**config.mk**
```make
export PLATFORM = sky130hd
export DESIGN_NAME = mem_arbiter
export DESIGN_NICKNAME = d
export VERILOG_FILES = /design/src/rtl/mem_arb_pkg.sv /design/src/rtl/arb_pick.sv /design/src/rtl/mem_arbiter.sv
export SDC_FILE = /design/constraint.sdc
export NUM_CORES = 1
export LEC_CHECK = 0
export CORE_AREA = 3 3 79 81
export CTS_CLUSTER_DIAMETER = 120
export DETAILED_ROUTE_END_ITERATION = 8
export DIE_AREA = 0 0 82 84
export PLACE_DENSITY = 0.84
export SYNTH_ARGS = -nofsm -noshare
export SYNTH_HDL_FRONTEND = slang
export SYNTH_HIERARCHICAL = 1
export SYNTH_SLANG_ARGS = --single-unit
```
**constraint.sdc**
```tcl
create_clock -name clk -period 2.3 [get_ports clk]
set_input_delay 0.575 -clock clk [delete_from_list [all_inputs] [get_ports clk]]
set_output_delay 0.575 -clock clk [all_outputs]
set_load 0.005 [all_outputs]
```
**src/rtl/mem_arb_pkg.sv**
```systemverilog
// Shared constants and lock-state encoding for the two-port RAM arbiter.
package mem_arb_pkg;

   localparam int NPORT  = 2;
   localparam int WORD_W = 32;

   typedef enum logic [1:0] {
      UNLOCKED = 2'd0,
      LOCKED0  = 2'd1,
      LOCKED1  = 2'd2
   } lock_state_e;

endpackage

```
**src/rtl/arb_pick.sv**
```systemverilog
// Combinational two-way picker: turns valids, the last-granted pointer and the
// lock state into a one-hot (or empty) grant vector.
module arb_pick
   import mem_arb_pkg::*;
(
   input  logic [NPORT-1:0] valid_i,
   input  logic             last_i,
   input  logic [1:0]       lock_state_i,
   output logic [NPORT-1:0] grant_o
);

   // A locked port owns the RAM outright; otherwise ties go to the port not granted last.
   always_comb begin
      grant_o = '0;
      case (lock_state_i)
         LOCKED0: grant_o[0] = valid_i[0];
         LOCKED1: grant_o[1] = valid_i[1];
         default: begin
            if (&valid_i) begin
               grant_o = last_i ? 2'b01 : 2'b10;
            end else begin
               grant_o = valid_i;
            end
         end
      endcase
   end

endmodule

```
**src/rtl/mem_arbiter.sv**
```systemverilog
// Zero-wait two-port arbiter in front of a single registered-read RAM, with a
// per-port lock. Define MEM_ARB_RR_EN for round-robin ties, else port 0 wins.
module mem_arbiter
   import mem_arb_pkg::*;
#(
   parameter int ADDR_LEN = 11
) (
   input  logic                      clk,
   input  logic                      rst,
   input  logic [NPORT-1:0]          req_valid,
   output logic [NPORT-1:0]          req_ready,
   input  logic [NPORT-1:0]          req_we,
   input  logic [NPORT-1:0]          req_lock,
   input  logic [NPORT*ADDR_LEN-1:0] req_addr,
   input  logic [NPORT*WORD_W-1:0]   req_wdata,
   output logic [NPORT-1:0]          rsp_valid,
   output logic [WORD_W-1:0]         rsp_rdata,
   output logic [ADDR_LEN-1:0]       mem_addr,
   output logic                      mem_wr_req,
   output logic [WORD_W-1:0]         mem_wr_data,
   input  logic [WORD_W-1:0]         mem_rd_data
);

   lock_state_e      lock_q, lock_d;
   logic [NPORT-1:0] rsp_pend_q, rsp_pend_d;
   logic [NPORT-1:0] grant_raw;
   logic [NPORT-1:0] grant;
   logic             last_ptr;

`ifdef MEM_ARB_RR_EN
   logic last_q, last_d;

   assign last_d   = (|grant) ? grant[1] : last_q;
   assign last_ptr = last_q;

   always_ff @(posedge clk or posedge rst) begin
      if (rst) begin
         last_q <= 1'b1;
      end else begin
         last_q <= last_d;
      end
   end
`else
   // Pretending port 1 always went last makes the picker a fixed port-0 priority.
   assign last_ptr = 1'b1;
`endif

   arb_pick u_pick (
      .valid_i      (req_valid),
      .last_i       (last_ptr),
      .lock_state_i (lock_q),
      .grant_o      (grant_raw)
   );

   assign grant     = rst ? '0 : grant_raw;
   assign req_ready = grant;

   always_comb begin
      mem_addr    = '0;
      mem_wr_data = '0;
      mem_wr_req  = 1'b0;
      for (int i = 0; i < NPORT; i++) begin
         if (grant[i]) begin
            mem_addr    = req_addr[i*ADDR_LEN +: ADDR_LEN];
            mem_wr_data = req_wdata[i*WORD_W +: WORD_W];
            mem_wr_req  = req_we[i];
         end
      end
   end

   // RAM read data lands one cycle after the address, so remember which port asked.
   assign rsp_pend_d = grant & ~req_we;
   assign rsp_valid  = rsp_pend_q;
   assign rsp_rdata  = (|rsp_pend_q) ? mem_rd_data : '0;

   always_comb begin
      lock_d = lock_q;
      case (lock_q)
         UNLOCKED: begin
            if (grant[0] && req_lock[0]) begin
               lock_d = LOCKED0;
            end else if (grant[1] && req_lock[1]) begin
               lock_d = LOCKED1;
            end
         end
         LOCKED0: begin
            if (grant[0] && !req_lock[0]) begin
               lock_d = UNLOCKED;
            end
         end
         LOCKED1: begin
            if (grant[1] && !req_lock[1]) begin
               lock_d = UNLOCKED;
            end
         end
         default: lock_d = UNLOCKED;
      endcase
   end

   always_ff @(posedge clk or posedge rst) begin
      if (rst) begin
         lock_q     <= UNLOCKED;
         rsp_pend_q <= '0;
      end else begin
         lock_q     <= lock_d;
         rsp_pend_q <= rsp_pend_d;
      end
   end

endmodule

```
==> results.txt <==
----------------------------------------------------
[Status]
  Outcome ... finished, violations left
  Failing checks ... negative setup slack

[Route]
  Via density per instance ... 4.43
  DRC viols ... 0
  Violation count after the first detailed-route iteration ... 35
  Antenna viol nets, final ... 0
  First-pass iteration count of the detailed router ... 4
  Vias after detailed routing ... 1896
  Aggregate routed wire length ... 7070 um
  Average detailed-routed wire length per instance ... 16.5 um

[Min path]
  Worst min-delay path class ... reg -> reg

[CTS]
  H-tree Lvls ... 1
  Insertion delay to the later sink of the worst-skew pair ... 220 ps
  Clock-pin transition on the worst setup and hold timing paths ... 30 ps
  CTS hold repair buffers ... 0
  TritonCTS clock tree ... built
  Clk buf depth ... 2
  # clock sinks ... 4
  Clock root buffer ... sky130_fd_sc_hd__clkbuf_8
  TritonCTS buffer count ... 3

[Finish]
  Net count of the finished layout ... 486
  Non-Filler Instances ... 428
  Post-synthesis to final-layout area growth ... 267%
  Leading cell types in the layout, fill and taps excluded ... sky130_fd_sc_hd__clkdlybuf4s50_1, sky130_fd_sc_hd__buf_2, sky130_fd_sc_hd__a22o_1
  Fill cell total of the finished layout ... 480
  Ratio of cells with drive above 1 in the final layout ... 29.5%
  Antenna Cells ... 0
  Most common library cell in the layout ignoring fill and taps ... sky130_fd_sc_hd__clkdlybuf4s50_1
  Util after Layout ... 62.4%

[Yosys]
  Multiplexer area fraction after synthesis ... 0%
  Dominant combinational cell family by area after synthesis ... compound AO/OA/AOI/OAI gates
  Number of warnings reported in the yosys synthesis log ... 6
  Instance count of the mapped netlist ... 117
  Share of the synthesized area in compound gates (AO/OA/AOI/OAI) ... 44.4%
  Seq/Total Area, Yosys ... 10.6%
  Synthesized area per cell ... 8.05 sq um
  Synthesized-area fraction occupied by adder cells ... 2.66%
  Cell Area, Synth ... 942 sq um
  Post-synthesis share of cell area spent on and, or, nand and nor gates ... 28.2%
  Synth Area in XOR/XNOR ... 0%
  Flops & latches, synth ... 4
  Distinct cell type count after synthesis ... 18

[GRT]
  Final global-route overflow total ... 0
  Pin count of the biggest net entering global routing ... 33
  Global-route wire length before repair ... 10000 um
  Antenna violations before repair ... 0
  Via count of the first global-routing pass ... 1973
  Global-route total usage across every layer ... 18.8%

[Worst setup path]
  Setup slack of the most critical reg-to-reg path ... 430 ps
  Endpoint class of the critical path ... output pin
  Max Fanout on Critical Path ... 5
  Worst reg-to-reg path cell count ... 11
  End of the worst register-to-register path ... lock_q[1]
  Critical path capture point ... mem_addr[1]
  Setup CP Type ... reg -> out
  Critical path required time ... 1730 ps
  Critical path startpoint category ... flop
  Worst reg2reg path startpoint ... lock_q[1]
  Start point of the critical path ... lock_q[0]
  Data arrival, critical path ... 2100 ps

[STA]
  Fin crit period ... 2680 ps
  Setup repair after global routing missed its margin ... true
  Final worst setup slack ... -378 ps
  Largest clock skew in the final design ... 2.48 ps
  Final slew viol count ... 0
  Crit share post-route ... 116%
  Final Hold Fails ... 0
  Setup-failing EPs final ... 45
  Maximum frequency from static timing analysis ... 373 MHz

[Die]
  Area enclosed by the die boundary ... 6890 sq um
  Core box area ... 5540 sq um
  # IOs ... 206
  Starting Density ... 17.0%
  Horizontal die dimension ... 82 um
  Count of standard-cell rows ... 27
  Vertical die dimension ... 84 um

[Placement]
  Detail Placement HPWL ... 5420 um
  Port Buffers ... 205
  Placer congestion estimate ... 0.776
  Placed instance count ... 401

[Power]
  Overall Power ... 2.05 mW
  Maximum VDD drop ... 0.352 mV
  Total leakage power ... 1.64 nW
  Total power divided by cell area ... 592 nW/um^2

[Job]
  Max-Cap Viols ... 0

----------------------------------------------------
## sequential cells by signal (all words and copies together), names as in the netlist
register and count:
lock_q 2, rsp_valid 2
## critical path, stage by stage (launching register included)
cell and delay (ps):
sky130_fd_sc_hd__dfrtp_1 380, sky130_fd_sc_hd__inv_2 80, sky130_fd_sc_hd__ha_4 220, sky130_fd_sc_hd__o21ai_2 130, sky130_fd_sc_hd__a31oi_2 60, sky130_fd_sc_hd__buf_4 160
sky130_fd_sc_hd__nand2b_4 90, sky130_fd_sc_hd__inv_8 50, sky130_fd_sc_hd__buf_6 110, sky130_fd_sc_hd__buf_8 120, sky130_fd_sc_hd__buf_16 130, sky130_fd_sc_hd__a22o_1 220
sky130_fd_sc_hd__buf_2 130
## how the worst min path moves through the flow
stage / startpoint / end / slack [ps] / cells after the start
after floorplan: rst / lock_q[0] / 340 / 1
after global placement: lock_q[1] / lock_q[0] / 520 / 2
after detailed placement: lock_q[1] / lock_q[0] / 530 / 2
after CTS: lock_q[0] / lock_q[1] / 570 / 2
after global routing: lock_q[0] / lock_q[1] / 590 / 2
final: lock_q[0] / lock_q[1] / 570 / 2
## what timing repair did
| action | 4_1_cts | 5_1_grt |
|---|---|---|
| gates resized for setup | 219 | 15 |
| setup endpoints to repair | 46 | 55 |
| buffers inserted | 21 | 3 |
| gates cloned | 7 | 1 |
| pin swaps | 25 | 16 |
## logic make-up (layout without fill, tap and decap cells)
kind of cell / after synthesis / after routing
AO/OA/AOI/OAI: 50 / 50
AND/OR/NAND/NOR: 43 / 43
buffers and inverters: 17 / 255
flip-flops: 4 / 4
adder cells (fa/ha/maj): 2 / 2
other: 1 / 2
## final cells by class
type                    instances  area (sq um)  share of cell area, %
repair buffers                246          2410                   69.9
multi-input cells              97           779                   22.6
flip-flops and latches          4           100                   2.90
well taps                      72          90.1                   2.61
clock buffers                   3          41.3                   1.19
inverters                       6          30.0                  0.869
## per-stage QoR
stage / instance area (sq um) / worst slack [ps] / hold slack [ps] / TNS (ps)
after floorplan: 946 / 106 / 341 / 0
after global placement: 3160 / -752 / 521 / -32000
after detailed placement: 3160 / -805 / 533 / -33690
after CTS: 3420 / -383 / 571 / -15470
after global routing: 3460 / -440 / 591 / -16800
final: 3460 / -378 / 565 / -13990
## power by group
group          switching [mW]  total, mW  internal [mW]
combinational           0.646       1.79           1.14
sequential             0.0173      0.107         0.0894
clock                  0.0383      0.150          0.112
## metal layers
layer  global-route usage [%]  vias up  part of all wire, %
li1                         -      914                    -
met1                     17.8      849                   34
met2                     38.5      120                   55
met3                     4.21       13                   10
met4                     4.68        0                  1.7
met5                        0        -                    0
## cells in the mapped netlist, drive strengths merged
cell type  number  share of area, %
a22o           44                41
nor2b          32                21
buf            11                11
inv             6               2.7
nor2            5               2.8
dfrtp           4                11
nand2           3               1.2
a21oi           2               1.1
a31oi           2               1.3
ha              2               2.7
nand2b          2               2.4
o21ai           2               1.1
conb            1              0.40
nor3            1              0.53
Power figures use the tool's default switching activity.
